### src/rtl/ttl_sync_pkg.sv
// Shared constants and helpers for the ttl_sync video blocks.
package ttl_sync_pkg;

  localparam int unsigned BYTE_W     = 8;
  localparam int unsigned PHASE_W    = 3;
  localparam logic [2:0]  PHASE_LOAD = 3'd7;

  // Bit-reverse a byte (horizontal flip of an 8-pixel tile row).
  function automatic logic [BYTE_W-1:0] bitrev8(input logic [BYTE_W-1:0] b);
    logic [BYTE_W-1:0] r;
    for (int i = 0; i < BYTE_W; i++) begin
      r[i] = b[BYTE_W-1-i];
    end
    return r;
  endfunction

endpackage

### src/rtl/ttl_cen_edge_sync.sv
// Turns a clock-enable level into a one-clk tick on its rising edge, sampled on clk.
module ttl_cen_edge_sync (
  input  logic clk,
  input  logic RSTn,
  input  logic cen,
  output logic tick
);

  logic last_cen_q;

  // Remember cen from the previous clk; reset to 1 so a cen already high gives no tick.
  always_ff @(posedge clk) begin
    if (!RSTn) begin
      last_cen_q <= 1'b1;
    end else begin
      last_cen_q <= cen;
    end
  end

  assign tick = cen & ~last_cen_q;

endmodule

### src/rtl/gfx_plane_serializer_sync.sv
// Bitplane pixel serializer: parallel-loads PLANES bytes every 8 pixel ticks and shifts
// one bit per tick, MSB first, producing one PLANES-wide pixel.
module gfx_plane_serializer_sync
  import ttl_sync_pkg::*;
#(
  parameter int unsigned PLANES   = 4,
  parameter int unsigned AUTOLOAD = 1
) (
  input  logic                     clk,
  input  logic                     RSTn,
  input  logic                     cen,
  input  logic                     INH,
  input  logic                     LOADn,
  input  logic                     FLIP,
  input  logic [BYTE_W*PLANES-1:0] D,
  output logic [PLANES-1:0]        PIX,
  output logic [PHASE_W-1:0]       PHASE,
  output logic                     LDSTB
);

  logic tick;
  logic load;
  logic shift;

  logic [PHASE_W-1:0] phase_q, phase_d;
  logic               ldstb_q;

  ttl_cen_edge_sync u_cen_edge (
    .clk  (clk),
    .RSTn (RSTn),
    .cen  (cen),
    .tick (tick)
  );

  // Load/shift decode; INH overrides both.
  always_comb begin
    load = 1'b0;
    if (tick && !INH) begin
      if (AUTOLOAD != 0) begin
        load = (phase_q == PHASE_LOAD);
      end else begin
        load = ~LOADn;
      end
    end
    shift = tick & ~INH & ~load;
  end

  // Next pixel phase: cleared on load, wraps on shift.
  always_comb begin
    phase_d = phase_q;
    if (load) begin
      phase_d = '0;
    end else if (shift) begin
      phase_d = phase_q + 3'd1;
    end
  end

  // Phase counter and load strobe for the upstream latches.
  always_ff @(posedge clk) begin
    if (!RSTn) begin
      phase_q <= '0;
      ldstb_q <= 1'b0;
    end else begin
      phase_q <= phase_d;
      ldstb_q <= load;
    end
  end

  for (genvar p = 0; p < PLANES; p++) begin : g_plane
    logic [BYTE_W-1:0] sr_q, sr_d;
    logic [BYTE_W-1:0] byte_in;

    assign byte_in = D[BYTE_W*p +: BYTE_W];

    // Next shift register value: load (optionally flipped) or shift left with zero fill.
    always_comb begin
      sr_d = sr_q;
      if (load) begin
        sr_d = FLIP ? bitrev8(byte_in) : byte_in;
      end else if (shift) begin
        sr_d = {sr_q[BYTE_W-2:0], 1'b0};
      end
    end

    // Plane shift register state.
    always_ff @(posedge clk) begin
      if (!RSTn) begin
        sr_q <= '0;
      end else begin
        sr_q <= sr_d;
      end
    end

    assign PIX[p] = sr_q[BYTE_W-1];
  end

  assign PHASE = phase_q;
  assign LDSTB = ldstb_q;

endmodule
### config.mk
export PLATFORM = sky130hd
export DESIGN_NAME = gfx_plane_serializer_sync
export DESIGN_NICKNAME = d
export VERILOG_FILES = /design/src/rtl/ttl_sync_pkg.sv /design/src/rtl/ttl_cen_edge_sync.sv /design/src/rtl/gfx_plane_serializer_sync.sv
export SDC_FILE = /design/constraint.sdc
export NUM_CORES = 1
export LEC_CHECK = 0
export ABC_AREA = 0
export ABC_CLOCK_PERIOD_IN_PS = 4300
export BUFFER_PORTS_ARGS = -buffer_cell sky130_fd_sc_hd__buf_2
export CAP_MARGIN = 15
export CORE_MARGIN = 1
export CORE_UTILIZATION = 42
export DETAILED_ROUTE_END_ITERATION = 8
export PLACE_DENSITY = 0.69
export SLEW_MARGIN = 20
export SYNTH_ARGS = -nofsm -noshare
export SYNTH_HDL_FRONTEND = slang
export SYNTH_SLANG_ARGS = --single-unit
### constraint.sdc
create_clock -name clk -period 4.3 [get_ports clk]
set_input_delay 0.645 -clock clk [delete_from_list [all_inputs] [get_ports clk]]
set_output_delay 0.645 -clock clk [all_outputs]
set_load 0.05 [all_outputs]
==> flow_metrics.py <==
metrics = {
    "power": {
        "power_leakage_nw": 0.967,
        "peakVddDrop_uv": 192,
        "clkPwrFrac_pct": 37.5,
        "power.internal_mw": 0.500,
        "p_sw_share_pct": 23.0,
        "seqPwrFrac_pct": 53.0,
        "power.density_mw_per_mm2": 309,
        "power.switching_mw": 0.149,
        "power_frac_comb_pct": 9.5,
    },
    "grt": {
        "grt_pass1_wl_um": 5730,
        "grt-busiest-layer": "met2",
        "grt_pass1_vias": 1301,
        "use_met3_pct": 4.11,
        "overflow": 0,
        "grt_util_met1_pct": 20.8,
        "antenna_found_initial": 0,
        "grt_use_total_pct": 16.9,
        "grt_max_degree": 61,
        "met2_usage_pct": 27.0,
    },
    "routing": {
        "drc": 0,
        "ant_nets": 0,
        "route.vias.total": 1472,
        "vias_per_cell": 5.33,
        "wl_um": 3540,
        "drt_iter0_drc": 80,
        "dr.pass1.iters": 4,
        "wl_per_cell_um": 12.8,
    },
    "setup_path": {
        "crit_type": "register to register",
        "worstReg2RegStart": "PHASE[0]$_SDFFE_PP0P_",
        "crit_path_start": "PHASE[0]$_SDFFE_PP0P_",
        "required_ns": 4.51,
        "critPathMaxFanout": 60,
        "crit_arrival_ns": 2.33,
        "critPathCaptureType": "register",
        "cp-start-kind": "register",
    },
    "clock_tree": {
        "post_cts_buffers": 0,
        "cts_buffer_depth": 2,
        "cts_hold_buf": 0,
        "clkTransAtPathRegs_ns": 0.07,
        "cts_tree": "built",
        "insertion_delay_ns": 0.28,
        "cts_buffers": 5,
        "clockRootBuffer": "clkbuf_8",
        "clkSinkCount": 37,
        "cts_resized": 0,
        "htree_levels": 2,
    },
    "die": {
        "rows": 23,
        "fp.coreArea_mm2": 0.00414,
        "die_y_um": 68.8,
        "die_w_um": 68.8,
        "start_util_pct": 45.2,
        "die_area_mm2": 0.00473,
        "pin_count": 46,
    },
    "place": {
        "dp_hpwl_um": 2320,
        "gp_congestion": 0.698,
        "port_buffers": 44,
        "dp_slack_ns": 1.98,
    },
    "timing": {
        "hold_viol": 0,
        "fin_worst_skew_ns": 0.00314,
        "fmax_ghz": 0.473,
        "fin_ws_ns": 2.18,
        "rsz0062_at_grt": "no",
        "setup_viol": 0,
        "slew_headroom_pct": 31.6,
        "period_minus_slack_ns": 2.12,
        "fin_crit_sh_pct": 49.2,
        "max_slew.worst_pin.slew_ns": 1.03,
        "drv_slew": 0,
        "tns_ns": 0,
    },
    "hold_path": {
        "hp-class": "register to register",
        "hp-start": "g_plane[1].sr_q[0]$_SDFFE_PN0P_",
    },
    "flow_run": {
        "max_cap_violations": 0,
    },
    "cells_and_area": {
        "drive_above_1_share_pct": 23.9,
        "final_cell_mix": "buf_2, dfxtp_1, mux2i_1, nor2_1",
        "final_common_cell": "buf_2",
        "diodes": 0,
        "num-nets-final": 266,
        "area_growth_pct": 12.1,
    },
    "logic_synthesis": {
        "synth_cells": 196,
        "seq_area_frac_synth_pct": 39.5,
        "syn-num-nets": 236,
        "yosysWarnings": 0,
        "ys_ff_latch": 37,
        "synth_cell_types": 19,
        "synth_area_mm2": 0.00187,
        "avgSynthCellArea_um2": 9.56,
    },
    "outcome": {
        "status": "finished clean",
    },
}
==> critical path: stages (launching register included) <==
cell,delay (ns)
dfxtp_1,0.38
ha_1,0.17
ha_2,0.82
nand3_1,0.42
o2bb2ai_1,0.25
==> Yosys cell counts (all sizes together) <==
cell type	n	area [um^2]
and2	1	6.26
nor3b	1	18.8
a21boi	2	15.0
nand3b	2	15.0
a22o	28	245
clkbuf	6	22.5
dfxtp	37	741
nor2	29	109
buf	16	131
a21oi	28	140
nand2b	3	18.8
mux2i	33	330
nand3	1	5.00
ha	2	25.0
nor2b	2	12.5
inv	1	3.75
o2bb2ai	4	35.0
==> state kept, by name, summed over array words and instances, names as in the netlist <==
name and flops:
LDSTB 1, g_plane.sr_q 32, PHASE 3, u_cen_edge.last_cen_q 1
==> final cells by class <==
cell class	count	area, um^2
sequential	37	741
timing repair buffer	45	228
inverter	1	3.75
multi-input combinational	136	981
fill	408	2040
clock buffer	7	86.3
tap	50	62.6
==> cell families after synthesis <==
group / after synthesis / share of synthesized area (%)
fa+ha+maj: 2 / 1.33
simple gates: 39 / 9.88
buf+inv: 23 / 8.41
mux: 33 / 17.6
flops: 37 / 39.5
compound gates: 62 / 23.2
==> metrics by stage <==
step	cell area [um^2]	hold WS [ns]	instances	utilization (%)	power (mW)
finish	2100	0.470	276	50.7	0.649
global route	2100	0.483	276	50.7	0.678
CTS	2100	0.471	276	50.7	0.655
detailed placement	2020	0.448	269	48.6	0.414
global placement	2020	0.447	269	48.6	0.413
floorplan	1870	0.433	196	-	0.393
==> power groups by stage <==
stage                     clock, mW  sequential [mW]  combinational [mW]
after CTS                     0.249            0.344              0.0624
after detailed placement          0            0.352              0.0623
after global routing          0.267            0.344              0.0679
after global placement            0            0.352              0.0614
after floorplan                   0            0.353              0.0394
final                         0.243            0.344              0.0618
==> path summary, 6_finish.rpt <==
path | end | slack, ns | depth (start not counted)
hold reg to reg | g_plane[1].sr_q[0]$_SDFFE_PN0P_ | 0.47 | 1
setup reg to reg | g_plane[1].sr_q[0]$_SDFFE_PN0P_ | 2.18 | 4
setup / recovery | g_plane[1].sr_q[0]$_SDFFE_PN0P_ | 2.18 | 4
hold / removal | g_plane[1].sr_q[0]$_SDFFE_PN0P_ | 0.47 | 1
==> per-layer routing <==
metal,up-vias,wire (um)
met1,661,1790
met4,0,70
li1,761,-
met2,43,1480
met5,-,0
met3,7,206
No activity file was read; power rests on OpenSTA's default activity.
